$ cat config.mk
export PLATFORM = sky130hd
export DESIGN_NAME = trafficlight_monitor
export DESIGN_NICKNAME = d
export VERILOG_FILES = /design/src/rtl/trafficlight_monitor.sv
export SDC_FILE = /design/constraint.sdc
export NUM_CORES = 1
export LEC_CHECK = 0
export CAP_MARGIN = 20
export CELL_PAD_IN_SITES_DETAIL_PLACEMENT = 0
export CELL_PAD_IN_SITES_GLOBAL_PLACEMENT = 1
export CORE_MARGIN = 5
export CORE_UTILIZATION = 43
export DETAILED_ROUTE_END_ITERATION = 8
export PLACE_DENSITY_LB_ADDON = 0.1
export SETUP_SLACK_MARGIN = 0.1
export SKIP_LAST_GASP = 1
export SYNTH_ARGS = -nofsm -noshare
export SYNTH_HDL_FRONTEND = slang
export SYNTH_SLANG_ARGS = --single-unit
$ cat constraint.sdc
create_clock -name CLK -period 5.7 [get_ports CLK]
set_clock_uncertainty 0.15 [all_clocks]
set_input_delay 1.14 -clock CLK [delete_from_list [all_inputs] [get_ports CLK]]
set_output_delay 1.14 -clock CLK [all_outputs]
set_load 0.02 [all_outputs]
$ cat src/rtl/trafficlight_monitor.sv
// Receive-side checker for the four-way traffic light controller: decodes the light
// codes into phase S0..S17 and flags conflict, sequence and dwell-time violations.
module trafficlight_monitor #(
  parameter int ERR_CNT_W    = 8,
  parameter bit CHECK_TIMING = 1'b1
) (
  input  logic                 CLK,
  input  logic                 RST,
  input  logic [1:0]           HighwayTL1,
  input  logic [1:0]           HighwayTL2,
  input  logic [1:0]           FARMTL1,
  input  logic [1:0]           FARMTL2,
  input  logic                 GO,
  output logic [4:0]           phase,
  output logic                 locked,
  output logic                 err_conflict,
  output logic                 err_seq,
  output logic                 err_timing,
  output logic                 cycle_done,
  output logic [ERR_CNT_W-1:0] err_cnt
);

  localparam logic [1:0] C_G  = 2'b00;
  localparam logic [1:0] C_Y  = 2'b01;
  localparam logic [1:0] C_R  = 2'b10;
  localparam logic [1:0] C_RY = 2'b11;
  localparam logic [7:0] ALL_RED = {C_R, C_R, C_R, C_R};

  typedef enum logic [1:0] {TRACK, HUNT, ARM} state_t;

  function automatic logic [7:0] pattern(input logic [4:0] k);
    case (k)
      5'd1:    pattern = {C_RY, C_RY, C_R,  C_R};
      5'd2:    pattern = {C_G,  C_G,  C_R,  C_R};
      5'd3:    pattern = {C_G,  C_Y,  C_R,  C_R};
      5'd4:    pattern = {C_G,  C_R,  C_R,  C_R};
      5'd5:    pattern = {C_Y,  C_R,  C_R,  C_R};
      5'd7:    pattern = {C_R,  C_R,  C_RY, C_RY};
      5'd8:    pattern = {C_R,  C_R,  C_G,  C_G};
      5'd9:    pattern = {C_R,  C_R,  C_G,  C_Y};
      5'd10:   pattern = {C_R,  C_R,  C_G,  C_R};
      5'd11:   pattern = {C_R,  C_R,  C_Y,  C_RY};
      5'd12:   pattern = {C_R,  C_R,  C_R,  C_G};
      5'd13:   pattern = {C_R,  C_R,  C_R,  C_Y};
      5'd15:   pattern = {C_R,  C_RY, C_R,  C_R};
      5'd16:   pattern = {C_R,  C_G,  C_R,  C_R};
      5'd17:   pattern = {C_R,  C_Y,  C_R,  C_R};
      default: pattern = ALL_RED;
    endcase
  endfunction

  function automatic logic [5:0] duration(input logic [4:0] k);
    case (k)
      5'd2:                      duration = 6'd30;
      5'd4, 5'd12:               duration = 6'd10;
      5'd8, 5'd16:               duration = 6'd15;
      5'd10:                     duration = 6'd5;
      5'd17:                     duration = 6'd3;
      5'd0, 5'd6, 5'd14:         duration = 6'd1;
      default:                   duration = 6'd2;
    endcase
  endfunction

  state_t                 state_q, state_d;
  logic [4:0]             phase_q, phase_d;
  logic                   locked_q, locked_d;
  logic [5:0]             dwell_q, dwell_d;
  logic                   first_s0_q, first_s0_d;
  logic                   go_prev_q, go_prev_d;
  logic                   err_conflict_q, err_conflict_d;
  logic                   err_seq_q, err_seq_d;
  logic                   err_timing_q, err_timing_d;
  logic                   cycle_done_q, cycle_done_d;
  logic [ERR_CNT_W-1:0]   err_cnt_q, err_cnt_d;

  logic [7:0]             sample;
  logic [4:0]             next_phase;
  logic [5:0]             req_dwell;
  logic [1:0]             err_inc;
  logic [ERR_CNT_W:0]     err_sum;

  always_comb begin
    sample     = {HighwayTL1, HighwayTL2, FARMTL1, FARMTL2};
    next_phase = (phase_q == 5'd17) ? 5'd0 : phase_q + 5'd1;
    req_dwell  = first_s0_q ? 6'd1 : duration(phase_q) - 6'd1;

    state_d        = state_q;
    phase_d        = phase_q;
    dwell_d        = dwell_q;
    first_s0_d     = first_s0_q;
    go_prev_d      = GO;
    err_seq_d      = 1'b0;
    err_timing_d   = 1'b0;
    cycle_done_d   = 1'b0;
    // G and Y both have bit 1 clear: any highway go-ish light against any farm go-ish light
    err_conflict_d = (!HighwayTL1[1] || !HighwayTL2[1]) && (!FARMTL1[1] || !FARMTL2[1]);

    case (state_q)
      TRACK: begin
        if (sample == pattern(phase_q)) begin
          // Adding the previous sample's GO leaves the last sample of the phase uncounted
          dwell_d = (dwell_q == 6'd63) ? 6'd63 : dwell_q + {5'd0, go_prev_q};
        end else if (sample == pattern(next_phase)) begin
          phase_d      = next_phase;
          dwell_d      = 6'd0;
          first_s0_d   = 1'b0;
          err_timing_d = CHECK_TIMING && ((dwell_q == 6'd63) || (dwell_q != req_dwell));
          cycle_done_d = (phase_q == 5'd17);
        end else begin
          err_seq_d = 1'b1;
          state_d   = HUNT;
        end
      end
      HUNT: begin
        if (sample == ALL_RED) state_d = ARM;
      end
      ARM: begin
        if (sample == pattern(5'd1)) begin
          state_d    = TRACK;
          phase_d    = 5'd1;
          dwell_d    = 6'd0;
          first_s0_d = 1'b0;
        end else if (sample != ALL_RED) begin
          state_d = HUNT;
        end
      end
      default: state_d = HUNT;
    endcase

    locked_d  = (state_d == TRACK);
    err_inc   = {1'b0, err_conflict_d} + {1'b0, err_seq_d} + {1'b0, err_timing_d};
    err_sum   = {1'b0, err_cnt_q} + (ERR_CNT_W+1)'(err_inc);
    err_cnt_d = err_sum[ERR_CNT_W] ? {ERR_CNT_W{1'b1}} : err_sum[ERR_CNT_W-1:0];
  end

  always_ff @(posedge CLK or negedge RST) begin
    if (!RST) begin
      state_q        <= TRACK;
      phase_q        <= 5'd0;
      locked_q       <= 1'b1;
      dwell_q        <= 6'd0;
      first_s0_q     <= 1'b1;
      go_prev_q      <= 1'b0;
      err_conflict_q <= 1'b0;
      err_seq_q      <= 1'b0;
      err_timing_q   <= 1'b0;
      cycle_done_q   <= 1'b0;
      err_cnt_q      <= '0;
    end else begin
      state_q        <= state_d;
      phase_q        <= phase_d;
      locked_q       <= locked_d;
      dwell_q        <= dwell_d;
      first_s0_q     <= first_s0_d;
      go_prev_q      <= go_prev_d;
      err_conflict_q <= err_conflict_d;
      err_seq_q      <= err_seq_d;
      err_timing_q   <= err_timing_d;
      cycle_done_q   <= cycle_done_d;
      err_cnt_q      <= err_cnt_d;
    end
  end

  assign phase        = phase_q;
  assign locked       = locked_q;
  assign err_conflict = err_conflict_q;
  assign err_seq      = err_seq_q;
  assign err_timing   = err_timing_q;
  assign cycle_done   = cycle_done_q;
  assign err_cnt      = err_cnt_q;

endmodule

### After elaboration in Yosys (flattened, before gate mapping)

Memories as Yosys holds them, arrays and structs flattened.
Index checks and enable logic that the tools add are counted.

| word-level totals | value |
|---|---|
| memories | 3 |
| input port bits | 11 |
| bits in read-only memories | 672 |
| output and inout bits | 18 |
| word-level logic and storage cells | 81 |
| register bits after elaboration | 28 |

Memory list:

| memory | words | bits a word | rd ports | clocked after memory_dff | wr ports | RTL line | text |
|---|---|---|---|---|---|---|---|
| (name not given) | 32 | 8 | 1 | 0 | 0 | 32 | `case (k)` |
| (name not given) | 32 | 8 | 1 | 0 | 0 | 32 |  |
| (name not given) | 32 | 5 | 1 | 0 | 0 | 53 | `case (k)` |

| operators by class | value |
|---|---|
| equal/unequal tests | 14 |
| muxes and demuxes | 34 |
| add/subtract/negate cells | 6 |
| reduce and logical (&&, ||, !) cells | 13 |

Operators by type and width:

| kind | number |
|---|---|
| two-way mux 8 bit | 4 |
| two-way mux 6 bit | 5 |
| two-way mux 5 bit | 4 |
| equality test 8 bit | 2 |
| equality test 8 bit (second input constant) | 2 |
| two-way mux 1 bit | 12 |
| case mux 6 bit (2 select lines) | 1 |
| two-way mux 2 bit | 5 |
| case mux 5 bit (2 select lines) | 1 |
| adder 8 x 2 -> 9 bit | 1 |
| != test 8 bit (second input constant) | 1 |
| adder 6 x 1 -> 6 bit | 1 |
| equality test 6 bit (second input constant) | 1 |
| != test 2 bit (second input constant) | 3 |
| != test 6 bit | 1 |
| case mux 2 bit (3 select lines) | 1 |
| subtractor 6 x 1 -> 6 bit (second input constant) | 1 |
| adder 5 x 1 -> 5 bit (second input constant) | 1 |
| equality test 5 bit (second input constant) | 1 |
| logical NOT 1 bit | 4 |
| logical NOT 2 bit | 2 |
| AND reduction 4 bit | 1 |
| logical OR 1 bit | 3 |
| != test 3 bit (second input constant) | 1 |
| 8 further kinds | 8 |

### Longest topological paths before layout

Gate-level depths: netlist (run 1).

| depth | value |
|---|---|
| depth in word-level cells | 13 |
| depth in mapped cells | 21 |

### Least setup slack after synthesis (run 1)

OpenSTA, ideal clock, no wires.

| path | value |
|---|---|
| kind | register to register |
| start point | register phase_q[1], in the netlist phase[1] |
| end point | register err_cnt_q[0], in the netlist err_cnt[0] |
| cell stages (with the launch flop) | 20 |
| period minus slack after synthesis | 4.942 ns |
| arrival | 4.669 ns |
| library setup time | 0.123 ns |
| buffers on the path | 1 |
| required time | 5.427 ns |
| setup slack | 0.758 ns |
| path through | dfrtp_1 > ha_1 > ha_1 > buf_2 > nand2b_1 > ha_1 > o211ai_2 > or4b_1 > o31ai_1 > a21oi_2 > nor4_1 > nand2_2 > a41o_1 > fa_1 > inv_1 > ha_1 > fa_1 > and3_1 > nand3_1 > nand2b_1 |

| on the way | value |
|---|---|
| longest elaborated chain between the ends | 13 |
| elaborated cells between the ends (all ways) | 25 |

Ends and longest elaborated chain:

| what | RTL line | text |
|---|---|---|
| from (decl) | 65 | `logic [4:0] phase_q, phase_d;` |
| from (signal assigned) | 151 | `phase_q <= phase_d;` |
| adder 5 x 1 -> 5 bit / equality test 5 bit (equally long branches) | 84 | `next_phase = (phase_q == 5'd17) ? 5'd0 : phase_q + 5'd1;` |
| two-way mux 5 bit | 84 |  |
| memory read (32 x 8 bit) | - |  |
| two-way mux 8 bit | 100 | `if (sample == pattern(phase_q)) begin` |
| two-way mux 8 bit | 98 | `case (state_q)` |
| equality test 8 bit | 103 | `end else if (sample == pattern(next_phase)) begin` |
| two-way mux 1 bit | 103 |  |
| two-way mux 1 bit | 100 |  |
| two-way mux 1 bit | 98 |  |
| adder 1 x 1 -> 2 bit | 131 | `err_inc = {1'b0, err_conflict_d} + {1'b0, err_seq_d} + {1'b0, err_timing_d};` |
| adder 2 x 1 -> 2 bit (*) | 131 |  |
| adder 8 x 2 -> 9 bit (*) | 132 | `err_sum = {1'b0, err_cnt_q} + (ERR_CNT_W+1)'(err_inc);` |
| two-way mux 8 bit (*) | 133 | `err_cnt_d = err_sum[ERR_CNT_W] ? {ERR_CNT_W{1'b1}} : err_sum[ERR_CNT_W-1:0];` |
| net err_cnt_d[0] | 74 | `logic [ERR_CNT_W-1:0] err_cnt_q, err_cnt_d;` |
| to (signal assigned) | 160 | `err_cnt_q <= err_cnt_d;` |
| to (decl) | 74 |  |

Mark *: on every way through the listed nets, which the timed path passes. The rest lies on a longest branch. The select of a mux whose other input is x is not followed.
A chain may end at the register's enable or synchronous reset.

### Worst setup path after layout (run 1)

| path | value |
|---|---|
| start point | register phase_q[0], in the netlist phase[0] |
| end point | register err_cnt_q[5], in the netlist err_cnt[5] |

Same word-level chain as after synthesis.

==> impl_metrics.yaml, run 1 <==
outcome:
  run_status: "complete, no violations"
finish:
  most_frequent_cells_in_the_layout: "nand2_1, clkdlybuf4s50_1, a21oi_1, dfrtp_1, inv_1"
  layout.cells.most_common: "nand2_1"
  final_nets: 347
  design_area_sq_mm: 0.00288
  area_growth_syn_to_layout_pct: 16.0
  antenna-diode-count: 0
  fraction_of_final_layout_cells_sized_beyond_drive_strength_1_pct: 7.91
power:
  p_leak_uw: 0.00124
  pwr_density_cell_mw_per_mm2: 250
  report.power.total_uw: 721
  vdd_ir_drop_max_v: 0.000184
setup_path:
  worst_setup_path_end_kind: "flop"
  path_buf_inv: 2
  timing.critical_path.max_delay_family: "adder cells"
  rr_startpoint: "phase[0]"
  r2r_cells: 18
  critPathRequiredTime_ns: 5.71
  timing_worst_setup_path_type: "flop to flop"
  timing.critical_path.slowest_stage_cell: "dfrtp_1"
  worstPathMaxFanout: 14
  max_stage_delay_ns: 0.65
  r2r_slack_ns: 0.52
  worstSetupStartpointType: "flop"
  reg2reg_to: "err_cnt[5]"
  path_cells: "inv_1 -> ha_1 -> nand2_1 -> ha_1 -> o211ai_2 -> or4b_1 -> o31ai_1 -> a21oi_2 -> nor4_1 -> nand2_2 -> a41o_1 -> fa_1 -> inv_1 -> ha_1 -> fa_1 -> and3_1 -> nand3_1 -> nand2_1"
  cpMostUsedCell: "ha_1"
  crit_arrival_ns: 5.19
timing:
  timing_worst_slew_pin_value_ns: 0.525
  rsz0062_at_grt: "false"
  hold_violations: 0
  max_slew_margin_pct: 64.9
  tns_ns: 0
  final_number_of_max_transition_violations: 0
  final_period_minus_worst_setup_slack_ns: 5.18
  max_freq_ghz: 0.193
  period_share_pct: 90.9
  timing.final.setup_violations: 0
  holdWs_ns: 0.407
synthesis:
  cell_types_occupying_the_most_area_after_synthesis: "dfrtp_1, ha_1, a21oi_1, nand2_1, mux2i_1"
  synthCells: 294
  yosysTopAreaCellShare_pct: 26.2
  synth_edf_count: 0
  yosys-mux-area-fraction_pct: 5.34
  synth_xor_area_share_pct: 5.29
  post_synth_fa_ha_maj_area_fraction_pct: 10.2
  combinational_family_with_the_most_area_after_synthesis: "simple AND/OR/NAND/NOR gates"
  synth-seq-area-share_pct: 28.3
  synth_fp_nets: 324
  syn-cell-area_sq_mm: 0.00248
  synth-compound-area-share_pct: 21.5
  number_of_different_library_cells_in_the_post_synthesis_netlist: 60
  synth-simple-area-share_pct: 22.5
  count_of_warnings_emitted_by_yosys: 0
  syn-mean-instance-area_sq_um: 8.44
  flip_flop_and_latch_count_after_synthesis: 28
  ys_async_sr_fraction_pct: 100
  synth_flop_cell: "dfrtp_1"
  cell_type_with_the_largest_total_area_after_synthesis: "dfrtp_1"
place:
  place_area_sq_mm: 0.00281
  gp_routability_congestion: 0.858
  io_buf_count: 28
  place_hpwl_mm: 4.66
routing:
  antenna_violating_nets_post_route: 0
  detailedRoute.firstIterationViolations: 145
  detail_route.drc_violations: 0
  drt-total-wl_mm: 6.23
  avgViaCountPerCell: 5.74
  drt_pass1_iterations: 4
  avgRoutedWirePerCell_um: 16.1
  route.vias.total: 2229
worst_hold_path:
  hold_path_start: "first_s0_q"
  worst_hold_path.endpoint: "first_s0_q"
  hold-path-cell-count: 1
  worst_hold_path_type: "flop to flop"
cts:
  number_of_buffers_inserted_during_clock_tree_synthesis: 3
  ctsLongestPathBuffers: 2
  tritoncts: "built"
  worstSkewPairLatency_ns: 0.27
  hold_fix_buffers_at_cts: 0
  cts_max_level: 1
  cts_post_setup_buffers_inserted: 0
  clock-sinks: 28
  clkSlewWorstSetupHoldPaths_ns: 0.10
  clock-root-buffer: "clkbuf_8"
  cts-resized-gates: 0
global_route:
  number_of_antenna_violations_at_the_first_check_in_global_routing: 0
  globalRoute.totalOverflow: 0
  grt_pass1_wl_mm: 10.7
  grt_use_total_pct: 17.7
  grt_max_degree: 29
  grt_pass1_vias: 2191
floorplan:
  count_of_boundary_i_o_pins: 29
  fp.dieArea_sq_mm: 0.00739
  die_w_um: 86.0
  floorplan.initialDensity_pct: 44.5
  die_height_um: 86.0
  core_area_sq_mm: 0.00557
  placementRows: 27
job:
  cap_violations: 0
[routing by layer]
| metal | wire length [um] | up-vias | GRT usage [%] |
|---|---|---|---|
| li1 | - | 1103 | - |
| met5 | 0 | - | 0 |
| met4 | 71 | 0 | 3.60 |
| met3 | 277 | 6 | 2.79 |
| met1 | 3130 | 1070 | 25.9 |
| met2 | 2760 | 50 | 27.6 |
[state kept, by name, indices dropped and copies added (netlist names), 2 cells and up]
| signal | cells |
|---|---|
| state_q | 2 |
| err_cnt | 8 |
| phase | 5 |
| dwell_q | 6 |
[cells by family (layout without fill, tap and decap cells)]
kind of cell | count (synthesis) | in the layout
and+or+nand+nor | 106 | 106
AOI/OAI and AO/OA | 76 | 76
adders and majority gates | 19 | 19
buffers and inverters | 37 | 59
xor gates and xnor gates | 15 | 15
muxes | 13 | 13
DFF | 28 | 28
[worst max-delay path by stage]
stage / from / to / slack [ns] / depth (start not counted)
2_1_floorplan: phase[1] / err_cnt[0] / 0.76 / 19
3_3_place_gp: phase[0] / err_cnt[1] / 0.62 / 18
3_5_place_dp: phase[0] / err_cnt[5] / 0.56 / 18
4_1_cts: phase[0] / err_cnt[5] / 0.54 / 18
5_1_grt: phase[0] / err_cnt[5] / 0.14 / 18
6_report: phase[0] / err_cnt[5] / 0.52 / 18
[through the flow]
step / worst slack, ns / instances / util [%]
after detailed placement: 0.555 / 384 / 50.4
final: 0.521 / 388 / 51.6
after global routing: 0.135 / 388 / 51.6
after CTS: 0.538 / 388 / 51.6
after global placement: 0.623 / 384 / 50.4
after floorplan: 0.758 / 294 / -
[synth_stat cells (2+ instances only)]
master and n:
buf_2 5, or3_1 3, and3_1 6, nand3_1 12, o211ai_1 3, nand3b_1 3
o21a_1 2, fa_1 2, o22ai_1 2, inv_1 21, buf_6 2, a32oi_1 3
o32ai_1 2, o211ai_2 2, dfstp_2 2, a21oi_1 26, o21ai_0 10, a31oi_1 6
nor4_1 5, and2_1 2, nand4_1 2, dfrtp_1 26, and4_1 2, nor2_1 16
mux2_2 2, nand2b_1 6, nor2b_1 5, a41o_1 3, nor4b_1 2, nor3_1 3
o21ai_1 2, a211oi_1 3, o41ai_1 2, ha_1 17, nand2_1 30, buf_4 2
xor2_1 5, clkbuf_1 6, xnor2_1 10, mux2i_1 11
[report_power, final]
group | leakage, uW | internal (uW) | switching (uW) | total, uW
registers | 0.000349 | 241 | 58.8 | 300
clock network | 0.0000357 | 94.0 | 62.5 | 156
logic | 0.000857 | 129 | 136 | 265
total | 0.00124 | 463 | 257 | 721
[final cells by class]
class                   instances  area, sq um
fillers                       544         2700
multi-input cells             229         1610
flip-flops and latches         28          703
repair buffers                 34          325
well taps                      72         90.1
inverters                      21         78.8
clock buffers                   3         41.3
clock inverters                 1         30.0
(Power assumes the default switching activity.)
==> inputs of run 2 (changes only) <==
CAP_MARGIN = default   (was 20)
==> results of run 2 <==
The final DEF is identical to that of run 1; final timing and power are the same.
==> inputs of run 3 (changes only) <==
RECOVER_POWER = 25   (was default)
==> run 3 against run 2 <==
Against the previous run: the run now ends with max-capacitance violations, max-slew violations left; register-to-register slack is essentially flat; worst setup slack got worse by 0.0019 ns; via count about the same; first-iteration DRC count stayed put; flip-flop and latch count stayed put; sequential share of layout area is essentially flat; wire length about the same; non-clock buffer count unchanged; utilization shrank 0.067 points; critical endpoint unchanged; largest cell class unchanged; largest power group unchanged.
==> impl_metrics.yaml, run 3 (synthesis gave the netlist of run 1 again) <==
finish:
  layout.cells.most_common: "nand2_1"
  design_area_sq_mm: 0.00288
  antenna-diode-count: 0
  area_growth_syn_to_layout_pct: 15.8
  most_frequent_cells_in_the_layout: "nand2_1, a21oi_1, dfrtp_1, clkdlybuf4s50_1, inv_1"
  largest_register_ffs: 8
  final_nets: 347
  fraction_of_final_layout_cells_sized_beyond_drive_strength_1_pct: 7.59
  final-instance-count-excl-fill: 388
routing:
  avgViaCountPerCell: 5.74
  drt-total-wl_mm: 6.23
  avgRoutedWirePerCell_um: 16.1
  detail_route.drc_violations: 0
  drt_pass1_iterations: 4
  detailedRoute.firstIterationViolations: 145
  route.vias.total: 2228
  antenna_violating_nets_post_route: 0
global_route:
  grt_use_total_pct: 17.7
  grt_max_degree: 29
  number_of_antenna_violations_at_the_first_check_in_global_routing: 0
  globalRoute.totalOverflow: 0
  grt_pass1_wl_mm: 10.7
  grt_pass1_vias: 2191
place:
  gp_routability_congestion: 0.858
  post-place-ws_ns: 0.555
  io_buf_count: 28
  place_hpwl_mm: 4.66
  place_area_sq_mm: 0.00281
  place_inst: 384
cts:
  clock-root-buffer: "clkbuf_8"
  hold_fix_buffers_at_cts: 0
  ctsLongestPathBuffers: 2
  tritoncts: "built"
  worstSkewPairLatency_ns: 0.27
  cts-resized-gates: 0
  number_of_buffers_inserted_during_clock_tree_synthesis: 3
  clock-sinks: 28
  cts_max_level: 1
  clkSlewWorstSetupHoldPaths_ns: 0.10
  cts_post_setup_buffers_inserted: 0
setup_path:
  rr_startpoint: "phase[0]"
  r2r_slack_ns: 0.52
  reg2reg_to: "err_cnt[5]"
  r2r_cells: 18
  timing_worst_setup_path_type: "flop to flop"
  crit_arrival_ns: 5.19
  critical_path.endpoint: "err_cnt[5]"
  worstSetupStartpointType: "flop"
  worstPathMaxFanout: 14
  critPathRequiredTime_ns: 5.71
  crit_start: "phase[0]"
  worst_setup_path_end_kind: "flop"
timing:
  tns_ns: 0
  final_number_of_max_transition_violations: 29
  timing_worst_slew_pin_value_ns: 1.68
  period_share_pct: 90.9
  final_period_minus_worst_setup_slack_ns: 5.18
  final_critical_path_setup_slack_ns: 0.519
  max_freq_ghz: 0.193
  max_slew_margin_pct: -12.1
  rsz0062_at_grt: "false"
  timing.final.setup_violations: 0
  hold_violations: 0
floorplan:
  count_of_boundary_i_o_pins: 29
  die_w_um: 86.0
  floorplan.initialDensity_pct: 44.5
  die_height_um: 86.0
  core_area_sq_mm: 0.00557
  fp.dieArea_sq_mm: 0.00739
  placementRows: 27
power:
  p_leak_uw: 0.00124
  pwr_density_cell_mw_per_mm2: 250
  vdd_ir_drop_max_v: 0.000184
  report.power.total_uw: 720
worst_hold_path:
  worst_hold_path_type: "flop to flop"
outcome:
  run_status: "finished, violations left"
  violated_checks: "max-capacitance violations, max-slew violations"
job:
  cap_violations: 1
[run 3: power by group]
group          internal [uW]  leakage (uW)  switching, uW
Clock                   94.0     0.0000357           62.5
Sequential               241      0.000349           58.8
Combinational            128      0.000854            136
[run 3: how the worst min path moves through the flow]
| stage | start | to | slack [ns] | cells past startpoint |
|---|---|---|---|---|
| floorplan | first_s0_q | first_s0_q | 0.37 | 1 |
| global placement | first_s0_q | first_s0_q | 0.39 | 1 |
| detailed placement | first_s0_q | first_s0_q | 0.39 | 1 |
| CTS | first_s0_q | first_s0_q | 0.41 | 1 |
| global route | first_s0_q | first_s0_q | 0.43 | 1 |
| finish | first_s0_q | first_s0_q | 0.41 | 1 |
[run 3: final cells by class]
type	instances	area, sq um
Fill cell	546	2700
Sequential cell	28	703
Tap cell	72	90.1
Clock inverter	1	30.0
Timing Repair Buffer	34	322
Clock buffer	3	41.3
Multi-Input combinational cell	229	1610
Inverter	21	78.8
[run 3: per-layer routing]
metal / track usage, % / up-vias / part of all wire (%)
met1: 25.9 / 1069 / 50
met4: 3.60 / 0 / 1.1
met5: 0 / - / 0
met3: 2.79 / 6 / 4.5
li1: - / 1103 / -
met2: 27.6 / 50 / 44
[run 3: critical path: stages (launching register included)]
cell	delay, ns
dfrtp_1	0.65
inv_1	0.25
ha_1	0.51
nand2_1	0.15
ha_1	0.32
o211ai_2	0.09
or4b_1	0.47
o31ai_1	0.10
a21oi_2	0.12
nor4_1	0.31
nand2_2	0.09
a41o_1	0.23
fa_1	0.48
inv_1	0.04
ha_1	0.20
fa_1	0.42
and3_1	0.21
nand3_1	0.18
nand2_1	0.09
[run 3: stage by stage]
step / utilization [%] / hold WS, ns
finish: 51.6 / 0.407
global route: 51.6 / 0.427
CTS: 51.6 / 0.411
detailed placement: 50.4 / 0.394
global placement: 50.4 / 0.387
floorplan: - / 0.366
